$ cat src/rtl/apb_pkg.sv
// rtl/apb_pkg.sv - shared APB bridge types, default widths and response record
package apb_pkg;

    localparam int APB_ADDR_W = 8;
    localparam int APB_DATA_W = 8;

    typedef enum logic [1:0] {
        APB_IDLE,
        APB_SETUP,
        APB_ACCESS
    } apb_state_e;

    typedef struct packed {
        logic [APB_DATA_W-1:0] rdata;
        logic                  err;
        logic                  timeout;
    } apb_rsp_t;

endpackage

$ cat src/rtl/apb_master_bridge.sv
// rtl/apb_master_bridge.sv - single-beat command port to APB requester with wait-state timeout
module apb_master_bridge
    import apb_pkg::*;
#(
    parameter int ADDR_W  = APB_ADDR_W,
    parameter int DATA_W  = APB_DATA_W,
    parameter int TIMEOUT = 16
) (
    input  logic              pclk,
    input  logic              prst,
    input  logic              cmd_valid,
    output logic              cmd_ready,
    input  logic              cmd_write,
    input  logic [ADDR_W-1:0] cmd_addr,
    input  logic [DATA_W-1:0] cmd_wdata,
    output logic              rsp_valid,
    output logic [DATA_W-1:0] rsp_rdata,
    output logic              rsp_err,
    output logic              rsp_timeout,
    output logic              busy,
    output logic              psel,
    output logic              penable,
    output logic              pwrite,
    output logic [ADDR_W-1:0] paddr,
    output logic [DATA_W-1:0] pwdata,
    input  logic [DATA_W-1:0] prdata,
    input  logic              pready,
    input  logic              pslverr
);

    localparam int CNT_W = (TIMEOUT > 0) ? $clog2(TIMEOUT + 1) : 1;
    localparam logic [CNT_W-1:0] CNT_MAX  = CNT_W'(TIMEOUT);
    localparam logic [CNT_W-1:0] CNT_LAST = CNT_W'(TIMEOUT - 1);

    apb_state_e        state_q;
    logic [CNT_W-1:0]  wait_cnt_q;
    logic              psel_q;
    logic              penable_q;
    logic              pwrite_q;
    logic [ADDR_W-1:0] paddr_q;
    logic [DATA_W-1:0] pwdata_q;
    logic              rsp_valid_q;
    logic [DATA_W-1:0] rsp_rdata_q;
    logic              rsp_err_q;
    logic              rsp_timeout_q;
    logic              accept;
    logic              timeout_hit;

    assign cmd_ready   = (state_q == APB_IDLE) || ((state_q == APB_ACCESS) && pready);
    assign accept      = cmd_valid && cmd_ready;
    // Fires on the TIMEOUT-th wait cycle; a simultaneous pready takes priority below.
    assign timeout_hit = (TIMEOUT != 0) && (wait_cnt_q == CNT_LAST);
    assign busy        = (state_q != APB_IDLE);

    assign psel        = psel_q;
    assign penable     = penable_q;
    assign pwrite      = pwrite_q;
    assign paddr       = paddr_q;
    assign pwdata      = pwdata_q;
    assign rsp_valid   = rsp_valid_q;
    assign rsp_rdata   = rsp_rdata_q;
    assign rsp_err     = rsp_err_q;
    assign rsp_timeout = rsp_timeout_q;

    always_ff @(posedge pclk or negedge prst) begin
        if (!prst) begin
            state_q       <= APB_IDLE;
            wait_cnt_q    <= '0;
            psel_q        <= 1'b0;
            penable_q     <= 1'b0;
            pwrite_q      <= 1'b0;
            paddr_q       <= '0;
            pwdata_q      <= '0;
            rsp_valid_q   <= 1'b0;
            rsp_rdata_q   <= '0;
            rsp_err_q     <= 1'b0;
            rsp_timeout_q <= 1'b0;
        end else begin
            rsp_valid_q   <= 1'b0;
            rsp_rdata_q   <= '0;
            rsp_err_q     <= 1'b0;
            rsp_timeout_q <= 1'b0;
            unique case (state_q)
                APB_IDLE: begin
                    if (accept) begin
                        pwrite_q  <= cmd_write;
                        paddr_q   <= cmd_addr;
                        pwdata_q  <= cmd_wdata;
                        psel_q    <= 1'b1;
                        penable_q <= 1'b0;
                        state_q   <= APB_SETUP;
                    end
                end
                APB_SETUP: begin
                    penable_q  <= 1'b1;
                    wait_cnt_q <= '0;
                    state_q    <= APB_ACCESS;
                end
                APB_ACCESS: begin
                    if (pready) begin
                        rsp_valid_q <= 1'b1;
                        rsp_rdata_q <= pwrite_q ? '0 : prdata;
                        rsp_err_q   <= pslverr;
                        penable_q   <= 1'b0;
                        if (accept) begin
                            pwrite_q <= cmd_write;
                            paddr_q  <= cmd_addr;
                            pwdata_q <= cmd_wdata;
                            state_q  <= APB_SETUP;
                        end else begin
                            psel_q  <= 1'b0;
                            state_q <= APB_IDLE;
                        end
                    end else if (timeout_hit) begin
                        rsp_valid_q   <= 1'b1;
                        rsp_err_q     <= 1'b1;
                        rsp_timeout_q <= 1'b1;
                        psel_q        <= 1'b0;
                        penable_q     <= 1'b0;
                        state_q       <= APB_IDLE;
                    end else if (wait_cnt_q != CNT_MAX) begin
                        wait_cnt_q <= wait_cnt_q + CNT_W'(1);
                    end
                end
                default: state_q <= APB_IDLE;
            endcase
        end
    end

endmodule

$ cat config.mk
export PLATFORM = sky130hd
export DESIGN_NAME = apb_master_bridge
export DESIGN_NICKNAME = d
export VERILOG_FILES = /design/src/rtl/apb_pkg.sv /design/src/rtl/apb_master_bridge.sv
export SDC_FILE = /design/constraint.sdc
export NUM_CORES = 1
export LEC_CHECK = 0
export CAP_MARGIN = 20
export CORE_ASPECT_RATIO = 0.5
export CORE_UTILIZATION = 42
export CTS_CLUSTER_DIAMETER = 50
export DETAILED_ROUTE_END_ITERATION = 8
export PLACE_DENSITY = 0.88
export REMOVE_ABC_BUFFERS = 1
export SLEW_MARGIN = 20
export SYNTH_ARGS = -nofsm -noshare
export SYNTH_HDL_FRONTEND = slang
export SYNTH_SLANG_ARGS = --single-unit
$ cat constraint.sdc
create_clock -name pclk -period 2.4 [get_ports pclk]
set_input_delay 0.36 -clock pclk [delete_from_list [all_inputs] [get_ports pclk]]
set_output_delay 0.36 -clock pclk [all_outputs]
set_load 0.02 [all_outputs]
==> flow_metrics.py, run 1 <==
metrics = {
    "placement": {
        "place_congestion": 0.779,
        "placedCellCount": 219,
        "dp_hpwl_mm": 2.42,
        "placed_area_sq_um": 2170,
        "io_buffers": 61,
        "pre_cts_ws_ps": 239,
    },
    "cells_and_area": {
        "finalNetCount": 211,
        "stdcell_count": 226,
        "num_antenna_cells": 0,
        "design_area_sq_um": 2260,
        "drive_gt1_frac": 0.169,
        "areaGrowthSynthToFinish_pct": 51.1,
    },
    "power": {
        "p_leak_nw": 0.966,
        "ir_drop_v": 0.000602,
        "p_per_area_nw_per_um2": 835,
    },
    "worst_setup_path": {
        "critPathSlowestCell": "or4b_4",
        "rr_startpoint": "wait_cnt_q[0]",
        "cp.required_ps": 2610,
        "cp-start-kind": "flip-flop",
        "cp_common_cell": "ha_1",
        "critical_path_class": "reg -> reg",
        "worstSetupEndpoint": "wait_cnt_q[3]",
        "cp_num_cells": 6,
        "path_max_fanout": 5,
        "cp_top_family": "simple AND/OR/NAND/NOR gates",
        "critPathArrivalTime_ps": 2410,
        "crit_start": "wait_cnt_q[0]",
        "r2r_end": "wait_cnt_q[3]",
        "slowest_delay_ps": 530,
        "worst-path-buf-inv": 0,
        "critPathCaptureType": "flip-flop",
        "r2r_setup_slack_ps": 200,
        "reg2reg_depth": 6,
        "cp_cell_sequence": "ha_1 -> and3_1 -> ha_1 -> or4b_4 -> or3_1 -> a21boi_1",
    },
    "synth": {
        "ys.warnings.count": 0,
        "yosys.area_share.simple": 0.126,
        "synth-xor-area-share": 0,
        "yosys_register_bits": 37,
        "syn_avg_cell_area_sq_um": 13.6,
        "synth_fa_ha_area_frac": 0.0251,
        "yosys.area.top_type": "dfrtp_1",
        "synth_top_family_by_area": "multiplexers",
        "synth_area_leaders": "dfrtp_1, mux2_2, and2_1",
        "syn_area_sq_um": 1490,
        "synth_seq_area_share": 0.620,
        "synth_top_area_share": 0.620,
        "netlist_instances": 110,
        "synth_compound_area_frac": 0.0536,
        "synth_cell_types": 27,
        "synthMuxAreaShare": 0.148,
    },
    "routing": {
        "wl_per_cell_um": 14.9,
        "drt-vias-per-instance": 4.58,
        "drc": 0,
        "routed_wl_mm": 3.36,
        "vias": 1036,
        "dr.first_iter.drc_count": 13,
        "postRouteAntennaNets": 0,
        "drt-pass1-iter-count": 3,
    },
    "floorplan": {
        "dieWidth_um": 86.3,
        "io_pins": 62,
        "row_count": 14,
        "fp.dieH_um": 44.2,
        "coreArea_sq_um": 3190,
        "fp.dieArea_sq_um": 3810,
        "start_util": 0.469,
    },
    "clock_tree": {
        "ctsResizeCount": 0,
        "htree_levels": 2,
        "path_clk_slew_ps": 70,
        "clk_latency_ps": 280,
        "cts_hold_buf": 0,
        "numCtsBuffers": 5,
        "root_buffer": "clkbuf_8",
        "cts_sinks": 37,
        "ctsLongestPathBuffers": 2,
        "cts_tree": "yes",
        "post_cts_buffers": 0,
    },
    "sta": {
        "setup_violations": 0,
        "final-hold-violation-count": 0,
        "slew_headroom": 0.696,
        "finalWorstSetupSlack_ps": 199,
        "fmax_mhz": 454,
        "finalSetupTns_ps": 0,
        "whs_ps": 495,
        "final.min_clock_period_ps": 2200,
        "fin_skew_ps": 5.81,
        "timing.final.crit_share": 0.917,
        "slew_violations": 0,
        "rsz0062_at_grt": "no",
        "tightestPinTransition_ps": 455,
    },
    "outcome": {
        "status": "finished clean",
    },
    "global_route": {
        "grt_pass1_wl_mm": 5.58,
        "grt-ovfl-total": 0,
        "grt_pass1_vias": 1075,
        "grt_start_max_net_pins": 38,
        "antenna_found_initial": 0,
        "grt_use_total": 0.201,
    },
    "min_path": {
        "hp-class": "in -> async",
    },
    "job": {
        "drv_cap": 0,
    },
}
==> layer usage <==
metal  up-vias  track usage  wire [um]
met3         2       0.0466         86
li1        510            -          -
met2        11        0.351       1730
met1       513        0.260       1520
met4         0       0.0500         22
met5         -            0          0
==> how the worst min path moves through the flow <==
stage / endpoint / cells past startpoint / slack (ps)
after global placement: paddr[5] / 1 / 490
after detailed placement: pwdata[7] / 1 / 490
after floorplan: paddr[0] / 0 / 60
after global routing: pwdata[7] / 1 / 520
final: rsp_rdata[3] / 2 / 500
after CTS: pwdata[2] / 2 / 510
==> state kept, by name (all words and copies together), names as in the netlist, 2 cells and up <==
register    cells
pwdata          8
rsp_rdata       8
wait_cnt_q      5
paddr           8
state_q         2
==> layout by cell type, fill, tap and decap left out, drive strengths merged <==
| cell | Yosys | routed |
|---|---|---|
| dfrtp | 37 | 37 |
| and3 | 1 | 1 |
| nand2 | 4 | 4 |
| or2 | 1 | 1 |
| nand4 | 1 | 1 |
| a21oi | 1 | 1 |
| clkbuf | 0 | 7 |
| mux2 | 17 | 17 |
| or4b | 1 | 1 |
| clkdlybuf4s50 | 0 | 61 |
| nor2 | 4 | 4 |
| mux2i | 3 | 3 |
| ha | 3 | 3 |
| or3 | 1 | 1 |
| inv | 5 | 5 |
| a21o | 1 | 1 |
| nor3 | 1 | 1 |
| buf | 3 | 3 |
| nand3 | 1 | 1 |
| nor3b | 3 | 3 |
| a21boi | 1 | 1 |
| and2 | 8 | 8 |
| a31oi | 1 | 1 |
| nand2b | 3 | 3 |
| o21ai | 4 | 4 |
| nor2b | 3 | 3 |
| a32o | 1 | 1 |
| a22o | 1 | 1 |
==> cell usage after synthesis, drive strengths merged <==
master	count
a21boi	1
a21o	1
a21oi	1
a22o	1
a31oi	1
a32o	1
and2	8
and3	1
buf	3
dfrtp	37
ha	3
inv	5
mux2	17
mux2i	3
nand2	4
nand2b	3
nand3	1
nand4	1
nor2	4
nor2b	3
nor3	1
nor3b	3
o21ai	4
or2	1
or3	1
or4b	1
==> cell families after synthesis <==
group | Yosys count
mux | 20
buf+inv | 8
simple gates | 32
flops | 37
compound gates | 10
fa+ha+maj | 3
==> metrics by stage <==
| stage | utilization | total power [W] |
|---|---|---|
| detailed placement | 0.681 | 0.00147 |
| global route | 0.708 | 0.00198 |
| floorplan | - | 0.00115 |
| CTS | 0.708 | 0.00190 |
| global placement | 0.681 | 0.00145 |
| finish | 0.708 | 0.00189 |
==> report_power, final <==
part / leakage [nW] / internal [W] / switching, W / total [W]
clock: 0.0443 / 0.000228 / 0.000201 / 0.000429
sequential: 0.466 / 0.000739 / 0.0000836 / 0.000823
combinational: 0.456 / 0.000339 / 0.000294 / 0.000633
total: 0.966 / 0.00131 / 0.000579 / 0.00189
==> area by class of cell <==
class                      instances  area [sq um]
clock buffer                       7          86.3
inverter                           5          18.8
tap                               48          60.1
sequential                        37           926
fill                             225           931
multi-input combinational         65           533
timing repair buffer              64           633
Power figures use the tool's default switching activity.
==> run 2: changes to the inputs <==
--- a/config.mk
+++ b/config.mk
@@ -12,6 +12,7 @@
 export DETAILED_ROUTE_END_ITERATION = 8
 export PLACE_DENSITY = 0.88
 export REMOVE_ABC_BUFFERS = 1
+export SETUP_SLACK_MARGIN = 0.1
 export SLEW_MARGIN = 20
 export SYNTH_ARGS = -nofsm -noshare
 export SYNTH_HDL_FRONTEND = slang
==> results of run 2 <==
The final DEF is identical to that of run 1; final timing and power are the same.
